## config.mk

```make
export PLATFORM = sky130hd
export DESIGN_NAME = ro_scan_sequencer
export DESIGN_NICKNAME = d
export VERILOG_FILES = /design/src/rtl/ro_scan_sequencer.sv
export SDC_FILE = /design/constraint.sdc
export NUM_CORES = 1
export LEC_CHECK = 0
export BUFFER_PORTS_ARGS = -buffer_cell sky130_fd_sc_hd__buf_2
export CAP_MARGIN = 20
export CORE_MARGIN = 10
export CORE_UTILIZATION = 62
export CTS_BUF_LIST = sky130_fd_sc_hd__clkbuf_2
export CTS_CLUSTER_SIZE = 25
export DETAILED_ROUTE_END_ITERATION = 8
export PLACE_DENSITY = 0.94
export SYNTH_ARGS = -nofsm -noshare
export SYNTH_HDL_FRONTEND = slang
export SYNTH_SLANG_ARGS = --single-unit
export TNS_END_PERCENT = 100
```

## constraint.sdc

```tcl
create_clock -name wb_clk_i -period 4.8 [get_ports wb_clk_i]
set_clock_uncertainty 0.2 [all_clocks]
set_input_delay 0.24 -clock wb_clk_i [delete_from_list [all_inputs] [get_ports wb_clk_i]]
set_output_delay 0.24 -clock wb_clk_i [all_outputs]
set_load 0.005 [all_outputs]
```

## src/rtl/ro_scan_sequencer.sv

```systemverilog
// Ring-oscillator scan sequencer: walks the mux select over enabled channels,
// settles, counts synchronized rising edges over a dwell window, reports each count.
module ro_scan_sequencer #(
  parameter int NUM_CH        = 16,
  parameter int SEL_W         = 4,
  parameter int DWELL_W       = 16,
  parameter int CNT_W         = 16,
  parameter int SETTLE_CYCLES = 8
) (
  input  logic               wb_clk_i,
  input  logic               wb_rst_i,
  input  logic               start,
  input  logic               continuous,
  input  logic               abort,
  input  logic [NUM_CH-1:0]  ch_mask,
  input  logic [DWELL_W-1:0] dwell,
  input  logic               ro_in,
  output logic [SEL_W-1:0]   mux_sel,
  output logic               busy,
  output logic               result_valid,
  input  logic               result_ready,
  output logic [SEL_W-1:0]   result_ch,
  output logic [CNT_W-1:0]   result_count,
  output logic               done
);

  localparam int ST_W = $clog2(SETTLE_CYCLES + 1);
  localparam logic [ST_W-1:0]  SETTLE_LAST = ST_W'(SETTLE_CYCLES - 1);
  localparam logic [CNT_W-1:0] CNT_MAX     = '1;

  typedef enum logic [1:0] {
    ST_IDLE,
    ST_SETTLE,
    ST_COUNT,
    ST_REPORT
  } state_t;

  state_t             r_state;
  logic [NUM_CH-1:0]  r_mask;
  logic [DWELL_W-1:0] r_dwell_len;
  logic [DWELL_W-1:0] r_dwell_cnt;
  logic [ST_W-1:0]    r_settle_cnt;
  logic [CNT_W-1:0]   r_edge_cnt;
  logic               r_s1, r_s2, r_s3;
  logic [SEL_W-1:0]   r_mux_sel;
  logic               r_busy;
  logic               r_valid;
  logic [SEL_W-1:0]   r_res_ch;
  logic [CNT_W-1:0]   r_res_cnt;
  logic               r_done;

  logic               w_rise;
  logic [CNT_W-1:0]   w_edge_inc;
  logic [DWELL_W-1:0] w_dwell_eff;
  logic               w_start_found;
  logic [SEL_W-1:0]   w_start_ch;
  logic [SEL_W-1:0]   w_first_ch;
  logic               w_next_found;
  logic [SEL_W-1:0]   w_next_ch;

  assign w_rise      = r_s2 & ~r_s3;
  assign w_edge_inc  = (r_edge_cnt == CNT_MAX) ? r_edge_cnt : r_edge_cnt + CNT_W'(w_rise);
  assign w_dwell_eff = (dwell == '0) ? DWELL_W'(1) : dwell;

  // Descending scans so the lowest qualifying channel is the last one written.
  always_comb begin
    w_start_found = 1'b0;
    w_start_ch    = '0;
    w_first_ch    = '0;
    w_next_found  = 1'b0;
    w_next_ch     = '0;
    for (int i = NUM_CH - 1; i >= 0; i--) begin
      if (ch_mask[i]) begin
        w_start_found = 1'b1;
        w_start_ch    = SEL_W'(i);
      end
      if (r_mask[i]) begin
        w_first_ch = SEL_W'(i);
      end
      if (r_mask[i] && (i > int'(r_mux_sel))) begin
        w_next_found = 1'b1;
        w_next_ch    = SEL_W'(i);
      end
    end
  end

  always_ff @(posedge wb_clk_i or posedge wb_rst_i) begin
    if (wb_rst_i) begin
      r_state      <= ST_IDLE;
      r_mask       <= '0;
      r_dwell_len  <= '0;
      r_dwell_cnt  <= '0;
      r_settle_cnt <= '0;
      r_edge_cnt   <= '0;
      r_s1         <= 1'b0;
      r_s2         <= 1'b0;
      r_s3         <= 1'b0;
      r_mux_sel    <= '0;
      r_busy       <= 1'b0;
      r_valid      <= 1'b0;
      r_res_ch     <= '0;
      r_res_cnt    <= '0;
      r_done       <= 1'b0;
    end else begin
      r_s1   <= ro_in;
      r_s2   <= r_s1;
      r_s3   <= r_s2;
      r_done <= 1'b0;
      if (abort) begin
        r_state <= ST_IDLE;
        r_busy  <= 1'b0;
        r_valid <= 1'b0;
      end else begin
        case (r_state)
          ST_IDLE: begin
            if (start) begin
              if (w_start_found) begin
                r_mask       <= ch_mask;
                r_dwell_len  <= w_dwell_eff;
                r_mux_sel    <= w_start_ch;
                r_settle_cnt <= '0;
                r_busy       <= 1'b1;
                r_state      <= ST_SETTLE;
              end else begin
                r_done <= 1'b1;
              end
            end
          end
          ST_SETTLE: begin
            if (r_settle_cnt == SETTLE_LAST) begin
              r_edge_cnt  <= '0;
              r_dwell_cnt <= '0;
              r_state     <= ST_COUNT;
            end else begin
              r_settle_cnt <= r_settle_cnt + ST_W'(1);
            end
          end
          ST_COUNT: begin
            r_edge_cnt <= w_edge_inc;
            // The final window cycle's strobe is folded into the reported count.
            if (r_dwell_cnt == r_dwell_len - DWELL_W'(1)) begin
              r_res_cnt <= w_edge_inc;
              r_res_ch  <= r_mux_sel;
              r_valid   <= 1'b1;
              r_state   <= ST_REPORT;
            end else begin
              r_dwell_cnt <= r_dwell_cnt + DWELL_W'(1);
            end
          end
          ST_REPORT: begin
            if (result_ready) begin
              r_valid      <= 1'b0;
              r_settle_cnt <= '0;
              if (w_next_found) begin
                r_mux_sel <= w_next_ch;
                r_state   <= ST_SETTLE;
              end else if (continuous) begin
                r_mux_sel <= w_first_ch;
                r_state   <= ST_SETTLE;
              end else begin
                r_busy  <= 1'b0;
                r_done  <= 1'b1;
                r_state <= ST_IDLE;
              end
            end
          end
          default: r_state <= ST_IDLE;
        endcase
      end
    end
  end

  assign mux_sel      = r_mux_sel;
  assign busy         = r_busy;
  assign result_valid = r_valid;
  assign result_ch    = r_res_ch;
  assign result_count = r_res_cnt;
  assign done         = r_done;

endmodule

```

==> results of run 1 <==
==> how the worst max path moves through the flow <==
| stage | from | to |
|---|---|---|
| after floorplan | wb_rst_i | busy |
| after global placement | r_dwell_len[0] | result_count[15] |
| after detailed placement | r_dwell_len[0] | result_count[15] |
| after CTS | r_dwell_len[0] | result_count[5] |
| after global routing | r_dwell_len[0] | result_count[3] |
| final | r_dwell_len[0] | result_count[3] |
==> worst max-delay path, stage by stage, from the launching register on <==
cell,delay (ns)
dfrtp_1,0.52
inv_1,0.09
ha_1,0.19
nor3b_2,0.44
nand4_1,0.20
o32ai_1,0.31
a31o_2,0.21
nor4b_2,0.26
nand4_1,0.12
or3_4,0.53
mux2_4,0.36
==> layout make-up <==
cell class | instances | area, µm²
sequential | 100 | 2500
timing repair buffer | 112 | 786
multi-input combinational | 532 | 3600
fill | 723 | 2610
clock inverter | 7 | 67.6
inverter | 34 | 130
clock buffer | 9 | 45.0
tap | 133 | 166
==> routing by layer <==
layer  track usage (%)  vias to the layer above  part of all wire [%]
met1              29.2                     2792                    41
met4              7.15                        0                   2.1
met3              4.98                       35                   7.9
li1                  -                     2737                     -
met5                 0                        -                     0
met2              38.8                      298                    49
==> logic make-up after synthesis <==
logic type,synth area share (%)
XOR/XNOR,4.39
multiplexers,10.1
AO/OA/AOI/OAI,19.1
flip-flops,39.2
AND/OR/NAND/NOR,20.9
buffers and inverters,4.37
adder cells (fa/ha/maj),1.96
==> placed cells by master, fill, tap and decap left out, types with 9 or more instances in the layout <==
master,instances
dfrtp_1,100
nand3_1,16
and3_1,10
inv_1,33
mux2_4,16
mux2i_1,9
and2_1,10
nand2b_1,13
nand4_1,14
nor4_1,13
nor3_1,19
buf_2,65
nand2_1,71
dlygate4sd3_1,43
xnor2_1,15
clkbuf_2,9
a21oi_1,27
nor2_1,54
a31oi_1,11
xor2_1,17
mux2_2,28
o21ai_0,51
ha_1,10
==> power groups by stage <==
stage	logic [µW]	clock network, µW	registers [µW]
2_1_floorplan	1070	0	1240
3_3_place_gp	1210	0	1380
3_5_place_dp	1260	0	1400
4_1_cts	1300	408	1390
5_1_grt	1460	442	1440
6_report	1320	408	1400
==> stage by stage <==
step                      hold slack (ns)  utilization (%)  cell area (µm²)  std cells  power (µW)
after CTS                          0.0476             73.6             7300        927        3090
after detailed placement            0.143             68.2             6760        868        2660
after global routing               0.0263             73.6             7300        927        3340
after floorplan                    0.0714                -             6380        700        2310
final                              0.0548             73.6             7300        927        3130
after global placement              0.135             68.2             6760        868        2590
==> sequential cells by signal (all words and copies together) (netlist names) <==
signal	count
done	1
r_dwell_len	16
result_valid	1
r_s3	1
r_dwell_cnt	16
r_s1	1
mux_sel	4
r_settle_cnt	4
busy	1
r_edge_cnt	16
r_state	2
result_ch	4
result_count	16
r_mask	16
r_s2	1
==> what timing repair did <==
item	in CTS	in global routing
hold buffers	43	0
setup endpoints to repair	0	0
endpoints found under the hold margin	102	0
==> impl_metrics.json, run 1 <==
{
  "status": "complete, no violations",
  "syn_inst": 700,
  "synth_area_per_cell_um2": 9.12,
  "grt_usage_pct": 23.2,
  "cts_buffers": 9,
  "drt_iter0_drc": 669,
  "post_drt_wl_per_cell_um": 18.3,
  "r2r_setup_slack_ns": 1.29,
  "cts.sinks": 100,
  "cts_resized": 0,
  "syn-num-nets": 749,
  "post_cts_buffers": 0,
  "leakage_uw": 0.00332,
  "vias": 5862,
  "reg2reg_to": "result_count[3]",
  "firstDrtPassIters": 5,
  "r2r_cells": 10,
  "maxSlewHeadroom_pct": 47.5,
  "synth_flop_cell": "dfrtp_1",
  "grt_pass1_vias": 5760,
  "holdPathEnd": "r_s1",
  "power.density_mw_per_mm2": 429,
  "synth.area.top_cells": "dfrtp_1 39%, mux2_2 4.9%, nand2_1 4.2%",
  "gp_congestion": 0.948,
  "fin_nets": 838,
  "yosys.area.top_type_share_pct": 39.2,
  "rows": 36,
  "yosysSeqAreaShare_pct": 39.2,
  "worstPathMaxFanout": 20,
  "tightestPinTransition_ns": 0.788,
  "swShare_pct": 45.5,
  "yosysMostFrequentCell": "dfrtp_1",
  "yosysTopAreaCell": "dfrtp_1",
  "synth-seq-cells": 100,
  "drc": 0,
  "antennaDiodeCount": 0,
  "io_pins": 66,
  "syn_area_mm2": 0.00638,
  "cp.required_ns": 5.10,
  "setup_tns_ns": 0,
  "syn_to_final_growth_pct": 14.4,
  "dieArea_mm2": 0.0148,
  "hp-start": "ro_in",
  "timing.rr.start": "r_dwell_len[0]",
  "dp_hpwl_mm": 12.0,
  "die_h_um": 121,
  "critPathCaptureType": "flip-flop",
  "report.final.slew_viol_count": 0,
  "worstSetupPathType": "reg -> reg",
  "hold_class": "in -> reg",
  "synth-edff-count": 0,
  "setup_ws_ns": 1.29,
  "p_comb_share_pct": 42.1,
  "antenna_left": 0,
  "core_area_mm2": 0.00991,
  "fin_crit_ns": 3.51,
  "io_buffers": 65,
  "cts_tree": "done",
  "ys_warn_count": 0,
  "p_sw_uw": 1430,
  "ctsRootBufferMaster": "clkbuf_2",
  "async_flop_share_pct": 100,
  "p_int_uw": 1710,
  "grt_pass1_wl_mm": 28.6,
  "max_freq_ghz": 0.285,
  "ctsHtreeMaxLevel": 3,
  "clk_path_buf_depth": 2,
  "yosys.cell_types.count": 73,
  "overflow": 0,
  "post-place-ws_ns": 1.33,
  "dieWidth_um": 121,
  "drive_above_1_share_pct": 18.9,
  "finalHoldViolations": 0,
  "synth_common_cells": "100 x dfrtp_1, 71 x nand2_1, 54 x nor2_1, 51 x o21ai_0, 34 x inv_1",
  "setup.worst_path.start_class": "flip-flop",
  "cap_violations": 0,
  "hold_depth": 2,
  "worstPathArrival_ns": 3.81,
  "clk_pin_slew_ns": 0.31,
  "rsz0062_at_grt": "no",
  "clkPwrFrac_pct": 13.0,
  "clk_latency_ns": 0.60,
  "antenna_found_initial": 0,
  "period_share_pct": 73.2,
  "grt_max_degree": 63,
  "wl_mm": 16.9,
  "vias_per_cell": 6.32,
  "initial_core_util_pct": 64.4,
  "power_frac_seq_pct": 44.8,
  "setup_violations": 0,
  "ir_drop_mv": 0.339
}
(Power assumes the default switching activity.)
==> run 2: changes to the inputs <==
==> constraint.sdc (replaced) <==
create_clock -name wb_clk_i -period 3.65 [get_ports wb_clk_i]
set_clock_uncertainty 0.2 [all_clocks]
set_input_delay 0.1825 -clock wb_clk_i [delete_from_list [all_inputs] [get_ports wb_clk_i]]
set_output_delay 0.1825 -clock wb_clk_i [all_outputs]
set_load 0.005 [all_outputs]
==> run 2 against run 1 <==
Wire length is 0.17% lower. Clock power is 12% higher. Via count is 1.1% higher. Worst setup slack worse by 1.0 ns. Sequential cell count stayed put. Utilization is 0.32 points higher. Highest routed layer unchanged.
==> impl_metrics.json, run 2 (same netlist as run 1, synthesis figures left out) <==
{
  "status": "complete, no violations",
  "worstPathArrival_ns": 3.73,
  "io_buffers": 65,
  "initial_core_util_pct": 64.4,
  "cts.sinks": 100,
  "post-place-ws_ns": 0.340,
  "grt_max_degree": 44,
  "cp.required_ns": 3.97,
  "ctsRootBufferMaster": "clkbuf_2",
  "drt_iter0_drc": 587,
  "core_area_mm2": 0.00991,
  "wl_mm": 16.9,
  "period_share_pct": 93.4,
  "drc": 0,
  "report.final.slew_viol_count": 0,
  "dp_hpwl_mm": 11.8,
  "power.density_mw_per_mm2": 553,
  "setup_violations": 0,
  "drive_above_1_share_pct": 19.1,
  "finalCoreUtilization_pct": 74.0,
  "max_freq_ghz": 0.293,
  "stdcell_area_mm2": 0.00733,
  "placed_cell_area_mm2": 0.00681,
  "cts_buffers": 9,
  "num-fill-cells": 717,
  "dieWidth_um": 121,
  "final_common_cell": "dfrtp_1",
  "overflow": 0,
  "clk_path_buf_depth": 2,
  "tightestPinTransition_ns": 0.795,
  "firstDrtPassIters": 5,
  "antennaDiodeCount": 0,
  "io_pins": 66,
  "final_cell_mix": "100 x dfrtp_1, 71 x nand2_1, 65 x buf_2",
  "vias": 5927,
  "cap_violations": 0,
  "finalPower_uw": 4060,
  "worstPathMaxFanout": 19,
  "cts_tree": "done",
  "clk_pin_slew_ns": 0.26,
  "setup_ws_ns": 0.241,
  "setup.worst_path.start_class": "flip-flop",
  "clk_latency_ns": 0.58,
  "dieArea_mm2": 0.0148,
  "finalHoldViolations": 0,
  "grt_pass1_wl_mm": 28.9,
  "hold_class": "in -> reg",
  "rsz0062_at_grt": "no",
  "die_h_um": 121,
  "ctsHtreeMaxLevel": 3,
  "setup_tns_ns": 0,
  "rows": 36,
  "ir_drop_mv": 0.388,
  "fin_nets": 844,
  "post_drt_wl_per_cell_um": 18.1,
  "maxSlewHeadroom_pct": 47.0,
  "antenna_found_initial": 0,
  "fin_crit_ns": 3.41,
  "leakage_uw": 0.00334,
  "worstSetupPathType": "reg -> reg",
  "grt_usage_pct": 23.6,
  "critPathCaptureType": "flip-flop",
  "antenna_left": 0,
  "syn_to_final_growth_pct": 14.8,
  "grt_pass1_vias": 5896,
  "gp_congestion": 0.965,
  "vias_per_cell": 6.35
}
run 2: cell types whose count changed in the layout (fill, tap and decap cells not counted):
cell           previous run  this run
clkinv_4                  2         1
buf_12                    0         1
buf_4                     4         8
clkinv_1                  0         2
dlygate4sd3_1            43        44
clkinv_8                  1         0
clkbuf_2                  9        11
inv_8                     1         0
clkinvlp_4                0         1
inv_6                     2         0
run 2: critical path, stage by stage (launching register included):
cell           delay [ns]
dfrtp_1              0.76
inv_1                0.21
nand3_1              0.11
o21ai_0              0.12
or3_1                0.44
nand2b_1             0.26
or2_2                0.35
o22a_1               0.15
dlygate4sd3_1        0.55
nor3_1               0.19
run 2: repair_timing:
item,CTS,global route
hold buffers,44,0
buffers inserted,0,0
resized for setup,0,0
hold endpoints to repair,141,0
run 2: layer usage:
| layer | up-vias | wire [µm] | track usage, % |
|---|---|---|---|
| met5 | - | 0 | 0 |
| met4 | 0 | 373 | 8.49 |
| met3 | 41 | 1220 | 4.56 |
| met2 | 277 | 8220 | 38.9 |
| met1 | 2877 | 7080 | 30.0 |
| li1 | 2732 | - | - |
run 2: worst paths after layout:
| kind | from | end | slack (ns) | cells after the start |
|---|---|---|---|---|
| hold reg to reg | r_s1 | r_s2 | 0.18 | 0 |
| setup / recovery | mux_sel[2] | done | 0.24 | 9 |
| setup reg to reg | mux_sel[2] | done | 0.24 | 9 |
| max in group asynchronous | wb_rst_i | r_settle_cnt[1] | 1.90 | 5 |
| hold / removal | ro_in | r_s1 | 0.04 | 2 |
| min in group asynchronous | wb_rst_i | r_mask[13] | 0.55 | 4 |
run 2: metrics by stage:
stage | hold WS (ns) | instances
after global routing | 0.0116 | 933
final | 0.0438 | 933
after detailed placement | 0.0706 | 873
after global placement | 0.0604 | 873
after floorplan | 0.0139 | 700
after CTS | 0.00451 | 933
run 2: final cells by class:
class | count | area, µm² | share of cell area (%)
Timing Repair Buffer | 118 | 846 | 11.5
Inverter | 34 | 130 | 1.78
Multi-Input combinational cell | 532 | 3600 | 49.1
Tap cell | 133 | 166 | 2.27
Clock inverter | 5 | 28.8 | 0.393
Sequential cell | 100 | 2500 | 34.1
Clock buffer | 11 | 55.1 | 0.751
run 2: power by group:
part,total [µW],switching (µW),internal (µW)
combinational,1760,970,790
clock,457,366,90.9
sequential,1840,473,1360
